$ cat config.mk
export PLATFORM = sky130hd
export DESIGN_NAME = e203_exu_wbck_arb
export DESIGN_NICKNAME = d
export VERILOG_FILES = /design/src/rtl/e203_exu_wbck_arb_pkg.sv /design/src/rtl/e203_exu_wbck_lpfifo.sv /design/src/rtl/e203_exu_wbck_arb.sv
export SDC_FILE = /design/constraint.sdc
export NUM_CORES = 1
export LEC_CHECK = 0
export CORE_MARGIN = 2
export CORE_UTILIZATION = 41
export CTS_CLUSTER_SIZE = 28
export DETAILED_ROUTE_END_ITERATION = 8
export PLACE_DENSITY = 0.76
export SYNTH_ARGS = -nofsm -noshare
export SYNTH_HDL_FRONTEND = slang
export SYNTH_HIERARCHICAL = 1
export SYNTH_SLANG_ARGS = --single-unit
$ cat constraint.sdc
create_clock -name clk -period 3 [get_ports clk]
set_input_delay 0.75 -clock clk [delete_from_list [all_inputs] [get_ports clk]]
set_output_delay 0.75 -clock clk [all_outputs]
set_load 0.01 [all_outputs]
$ cat src/rtl/e203_exu_wbck_arb_pkg.sv
// e203_exu_wbck_arb_pkg: shared widths, defaults and writeback payload type
package e203_exu_wbck_arb_pkg;
  localparam int XLEN = 32;
  localparam int RFIDX_W = 5;
  localparam int LP_DEPTH_DEF = 2;
  localparam int STARVE_MAX_DEF = 3;
  typedef struct packed {
    logic [RFIDX_W-1:0] rdidx;
    logic [XLEN-1:0]    wdat;
  } wbck_t;
endpackage

$ cat src/rtl/e203_exu_wbck_lpfifo.sv
// e203_exu_wbck_lpfifo: circular buffer holding long-pipe writeback results
module e203_exu_wbck_lpfifo
  import e203_exu_wbck_arb_pkg::*;
#(
  parameter int  DEPTH = LP_DEPTH_DEF,
  parameter type T = wbck_t,
  localparam int CW = $clog2(DEPTH + 1),
  localparam int PW = (DEPTH > 1) ? $clog2(DEPTH) : 1
) (
  input  logic          clk,
  input  logic          rst_n,
  input  logic          push,
  input  logic          pop,
  input  T              din,
  output T              dout,
  output logic          full,
  output logic          empty,
  output logic [CW-1:0] cnt
);
  T mem [DEPTH];
  logic [PW-1:0] wptr, rptr;
  assign full  = cnt == CW'(DEPTH);
  assign empty = cnt == '0;
  assign dout  = mem[rptr];
  always_ff @(posedge clk) begin
    if (push) mem[wptr] <= din;
  end
  always_ff @(posedge clk or negedge rst_n) begin
    if (!rst_n) begin
      wptr <= '0;
      rptr <= '0;
      cnt  <= '0;
    end else begin
      if (push) wptr <= (wptr == PW'(DEPTH - 1)) ? '0 : wptr + 1'b1;
      if (pop) rptr <= (rptr == PW'(DEPTH - 1)) ? '0 : rptr + 1'b1;
      cnt <= cnt + CW'(push) - CW'(pop);
    end
  end
endmodule

$ cat src/rtl/e203_exu_wbck_arb.sv
// e203_exu_wbck_arb: merges ALU and buffered long-pipe results onto the regfile write port
module e203_exu_wbck_arb
  import e203_exu_wbck_arb_pkg::*;
#(
  parameter int  XLEN_P = XLEN,
  parameter int  RFIDX_P = RFIDX_W,
  parameter int  LP_DEPTH = LP_DEPTH_DEF,
  parameter int  STARVE_MAX = STARVE_MAX_DEF,
  localparam int CW = $clog2(LP_DEPTH + 1),
  localparam int SW = $clog2(STARVE_MAX + 1)
) (
  input  logic               clk,
  input  logic               rst_n,
  input  logic               alu_wbck_i_valid,
  output logic               alu_wbck_i_ready,
  input  logic [XLEN_P-1:0]  alu_wbck_i_wdat,
  input  logic [RFIDX_P-1:0] alu_wbck_i_rdidx,
  input  logic               longp_wbck_i_valid,
  output logic               longp_wbck_i_ready,
  input  logic [XLEN_P-1:0]  longp_wbck_i_wdat,
  input  logic [RFIDX_P-1:0] longp_wbck_i_rdidx,
  output logic               rf_wbck_o_ena,
  output logic [XLEN_P-1:0]  rf_wbck_o_wdat,
  output logic [RFIDX_P-1:0] rf_wbck_o_rdidx,
  output logic               longp_pend,
  output logic [CW-1:0]      lp_cnt
);
  typedef struct packed {
    logic [RFIDX_P-1:0] rdidx;
    logic [XLEN_P-1:0]  wdat;
  } pl_t;
  pl_t din, head;
  logic full, empty, force_alu, lp_pop, alu_hs;
  logic [SW-1:0] starve_cnt;
  assign din = '{rdidx: longp_wbck_i_rdidx, wdat: longp_wbck_i_wdat};
  e203_exu_wbck_lpfifo #(.DEPTH(LP_DEPTH), .T(pl_t)) u_lpfifo (
    .clk   (clk),
    .rst_n (rst_n),
    .push  (longp_wbck_i_valid & ~full),
    .pop   (lp_pop),
    .din   (din),
    .dout  (head),
    .full  (full),
    .empty (empty),
    .cnt   (lp_cnt)
  );
  // a starved ALU steals the port for one cycle; the FIFO head just waits
  assign force_alu          = alu_wbck_i_valid & (starve_cnt == SW'(STARVE_MAX));
  assign lp_pop             = ~empty & ~force_alu;
  assign alu_wbck_i_ready   = empty | force_alu;
  assign alu_hs             = alu_wbck_i_valid & alu_wbck_i_ready;
  assign longp_wbck_i_ready = ~full;
  assign longp_pend         = ~empty;
  assign rf_wbck_o_wdat     = alu_wbck_i_ready ? alu_wbck_i_wdat : head.wdat;
  assign rf_wbck_o_rdidx    = alu_wbck_i_ready ? alu_wbck_i_rdidx : head.rdidx;
  assign rf_wbck_o_ena      = (lp_pop | alu_hs) & (rf_wbck_o_rdidx != '0);
  always_ff @(posedge clk or negedge rst_n) begin
    if (!rst_n) starve_cnt <= '0;
    else if (!alu_wbck_i_valid | alu_hs) starve_cnt <= '0;
    else if (starve_cnt != SW'(STARVE_MAX)) starve_cnt <= starve_cnt + 1'b1;
  end
endmodule
==> reports/qor.csv <==
metric,value,unit
slew margin rel.,0.754,
Max-cap violations,0,
Synth Instances,187,
Worst Path Required,2.25,ns
"Power, Total",4.60,mW
Synth cell types,20,
Critical Path Start,alu_wbck_i_valid,
hold buffer count at CTS,0,
mux contribution to synthesized area,0.256,
RSZ-0062 raised after global routing,false,
Final Setup Violations,0,
CTS tree,done,
Clk pwr share,0.161,
most frequent cells in the layout,"81 x clkdlybuf4s50_1, 74 x edfxtp_1, 51 x mux2_2",
CTS Root Cell,clkbuf_8,
Worst Setup Path Type,in -> out,
ANT cells,0,
Clock Skew,0.00733,ns
core region area,0.00830,mm2
status,finished clean,
final worst-path cycle share,0.967,
H-tree Lvls,3,
synth warn,6,
initial antenna violation count,0,
xor/xnor share of the synthesized area,0.0116,
final WL,6810,um
Non-Filler Instances,433,
Sequential Power Share,0.352,
Leakage,1.95,nW
initial core utilization,0.428,
layout cell share with drive strength beyond 1,0.317,
net switching power,1.40,mW
CP max stage cell,mux2_2,
Final Hold Vio Count,0,
Setup TNS,0,ns
P&R area growth vs syn,43.3,%
PwrDens,904,mW/mm2
"most common cell after layout, fill and taps aside",clkdlybuf4s50_1,
nets,404,
CP Buf/Inv Count,4,
total gr overflow,0,
"Seq/Total Area, Yosys",0.668,
worst r2r path cells,8,
Max Clk Rate,345,MHz
synthesized flop and latch total,80,
vias,2078,
cts bufs inserted,9,
Crit path depth,6,
worst hold path class,reg -> reg,
Setup crit end,rf_wbck_o_rdidx[0],
Post-Syn Area,0.00355,mm2
r2r setup slk,1.08,ns
I/O pins,121,
Synth Area in Compound Gates,0.00845,
Synth Area in Simple Gates,0.0173,
DPL Wire Length,4770,um
vias in the first global route,2295,
startpoint types,input port,
main combinational cell family by area after synthesis,multiplexers,
die width,97.1,um
mean post-synth cell area,19.0,um2
CP most frequent cell,dlygate4sd2_1,
Slew @ Worst Pin,0.368,ns
Port Buffer Count,120,
Max Root-Sink Buffers,2,
largest net degree at the start of global routing,23,
drt first pass iters,4,
GRT Total Usage,0.150,
Skew-Pair Late Insertion Delay,0.34,ns
Core Rows,33,
GP Congestion,0.736,
reg2reg end,u_lpfifo/cnt[1]$_DFF_PN0_,
Slew Limit Fails,0,
Worst Hold Depth,1,
vias per inst,4.80,
crit-path max cell delay,0.35,ns
Worst VDD drop,0.431,mV
global-route wire length before repair,11000,um
Sw Share,0.305,
Post-Place Cells,414,
setup ws final,0.0985,ns
die height,97.1,um
routed wire length per instance,15.7,um
initial DRC count,61,
DRC viols,0,
Crit Path Max Fanout,11,
DIE AREA,0.00943,mm2
worst slack at placement,-0.256,ns
DRT antenna net count,0,
worst r2r src,u_lpfifo/cnt[1]$_DFF_PN0_,
"CP delay by family, top",buffers and inverters,
Logic pwr share,0.487,
hold_ws,0.436,ns
critical path cell sequence,"dlygate4sd2_1, a21oi_4, buf_4, buf_12, mux2_2, dlygate4sd2_1",
Clock Sink Count,80,
Worst-path clk slew,0.07,ns
Critical Path AT,2.15,ns
Syn Nets,268,
minimum clock period,2.90,ns
area share of fa/ha/maj cells after synthesis,0.0106,
Int Power,3.20,mW
crit path capture type,output port,
==> worst min path at each step <==
stage | slack, ns | startpoint | endpoint
after floorplan | 0.41 | starve_cnt[0]$_DFFE_PN0P_ | starve_cnt[0]$_DFFE_PN0P_
after global placement | 0.42 | starve_cnt[0]$_DFFE_PN0P_ | starve_cnt[0]$_DFFE_PN0P_
after detailed placement | 0.44 | starve_cnt[0]$_DFFE_PN0P_ | starve_cnt[0]$_DFFE_PN0P_
after CTS | 0.45 | starve_cnt[0]$_DFFE_PN0P_ | starve_cnt[0]$_DFFE_PN0P_
after global routing | 0.46 | starve_cnt[0]$_DFFE_PN0P_ | starve_cnt[0]$_DFFE_PN0P_
final | 0.44 | starve_cnt[0]$_DFFE_PN0P_ | starve_cnt[0]$_DFFE_PN0P_
==> power groups by stage <==
stage          clock network (mW)  registers [mW]  logic [mW]
3_5_place_dp                    0            1.65        2.42
2_1_floorplan                   0            1.62        1.42
6_report                    0.743            1.62        2.24
3_3_place_gp                    0            1.63        2.39
4_1_cts                     0.764            1.62        2.29
5_1_grt                     0.809            1.64        2.42
==> layout make-up <==
cell class | instances | area (um2)
fill | 645 | 3210
sequential | 80 | 2370
timing repair buffer | 133 | 1290
multi-input combinational | 94 | 1090
tap | 105 | 131
clock buffer | 9 | 124
clock inverter | 7 | 62.6
inverter | 5 | 18.8
==> what timing repair did <==
item / CTS / global route
setup buffers: 2 / 0
endpoints found under the setup margin: 38 / 1
gates resized for setup: 42 / 1
cloned: 1 / 0
pin swaps: 1 / 0
==> kinds of logic (layout without fill, tap and decap cells) <==
| family | count (synthesis) | after routing |
|---|---|---|
| muxes | 74 | 74 |
| DFF | 80 | 80 |
| adders and majority gates | 3 | 3 |
| and+or+nand+nor | 11 | 11 |
| AOI/OAI and AO/OA | 3 | 3 |
| xor gates and xnor gates | 3 | 3 |
| buffers and inverters | 13 | 154 |
==> Yosys cell counts <==
library cell | count | area, um2
o221ai_1 | 1 | 8.76
ha_1 | 3 | 37.5
and3_1 | 1 | 6.26
dfrtp_1 | 6 | 150
mux2_1 | 3 | 33.8
xor3_1 | 1 | 23.8
a21oi_4 | 1 | 16.3
o21ai_0 | 1 | 5.00
xor2_1 | 2 | 17.5
edfxtp_1 | 74 | 2220
nand2_1 | 2 | 7.51
or4_1 | 2 | 15.0
mux2_4 | 20 | 300
nor2b_1 | 3 | 18.8
mux2_2 | 51 | 574
inv_1 | 5 | 18.8
buf_2 | 1 | 5.00
nor2_1 | 2 | 7.51
and2_1 | 1 | 6.26
buf_6 | 7 | 78.8
==> state kept, by name, summed over array words and instances (netlist names) <==
register       cells
u_lpfifo/mem      74
u_lpfifo/rptr      1
starve_cnt         2
u_lpfifo/wptr      1
u_lpfifo/cnt       2
==> worst register-to-register path, cell delays in order (launching register included) <==
cell,delay [ns]
dfrtp_1,0.41
nor2_1,0.33
a21oi_4,0.05
buf_4,0.15
buf_12,0.15
ha_1,0.30
inv_1,0.06
ha_1,0.14
xor3_1,0.21
==> stage by stage <==
stage,utilization,cell area [um2]
global placement,0.592,4910
CTS,0.614,5100
global route,0.614,5090
finish,0.614,5090
detailed placement,0.592,4910
floorplan,-,3560
==> layer usage <==
metal	vias to the layer above	part of all wire	GRT usage	wire [um]
met4	0	0.011	0.0553	73
met3	7	0.065	0.0446	442
li1	998	-	-	-
met2	74	0.52	0.263	3520
met1	999	0.41	0.173	2780
met5	-	0	0	0
No activity file was read; power rests on OpenSTA's default activity.
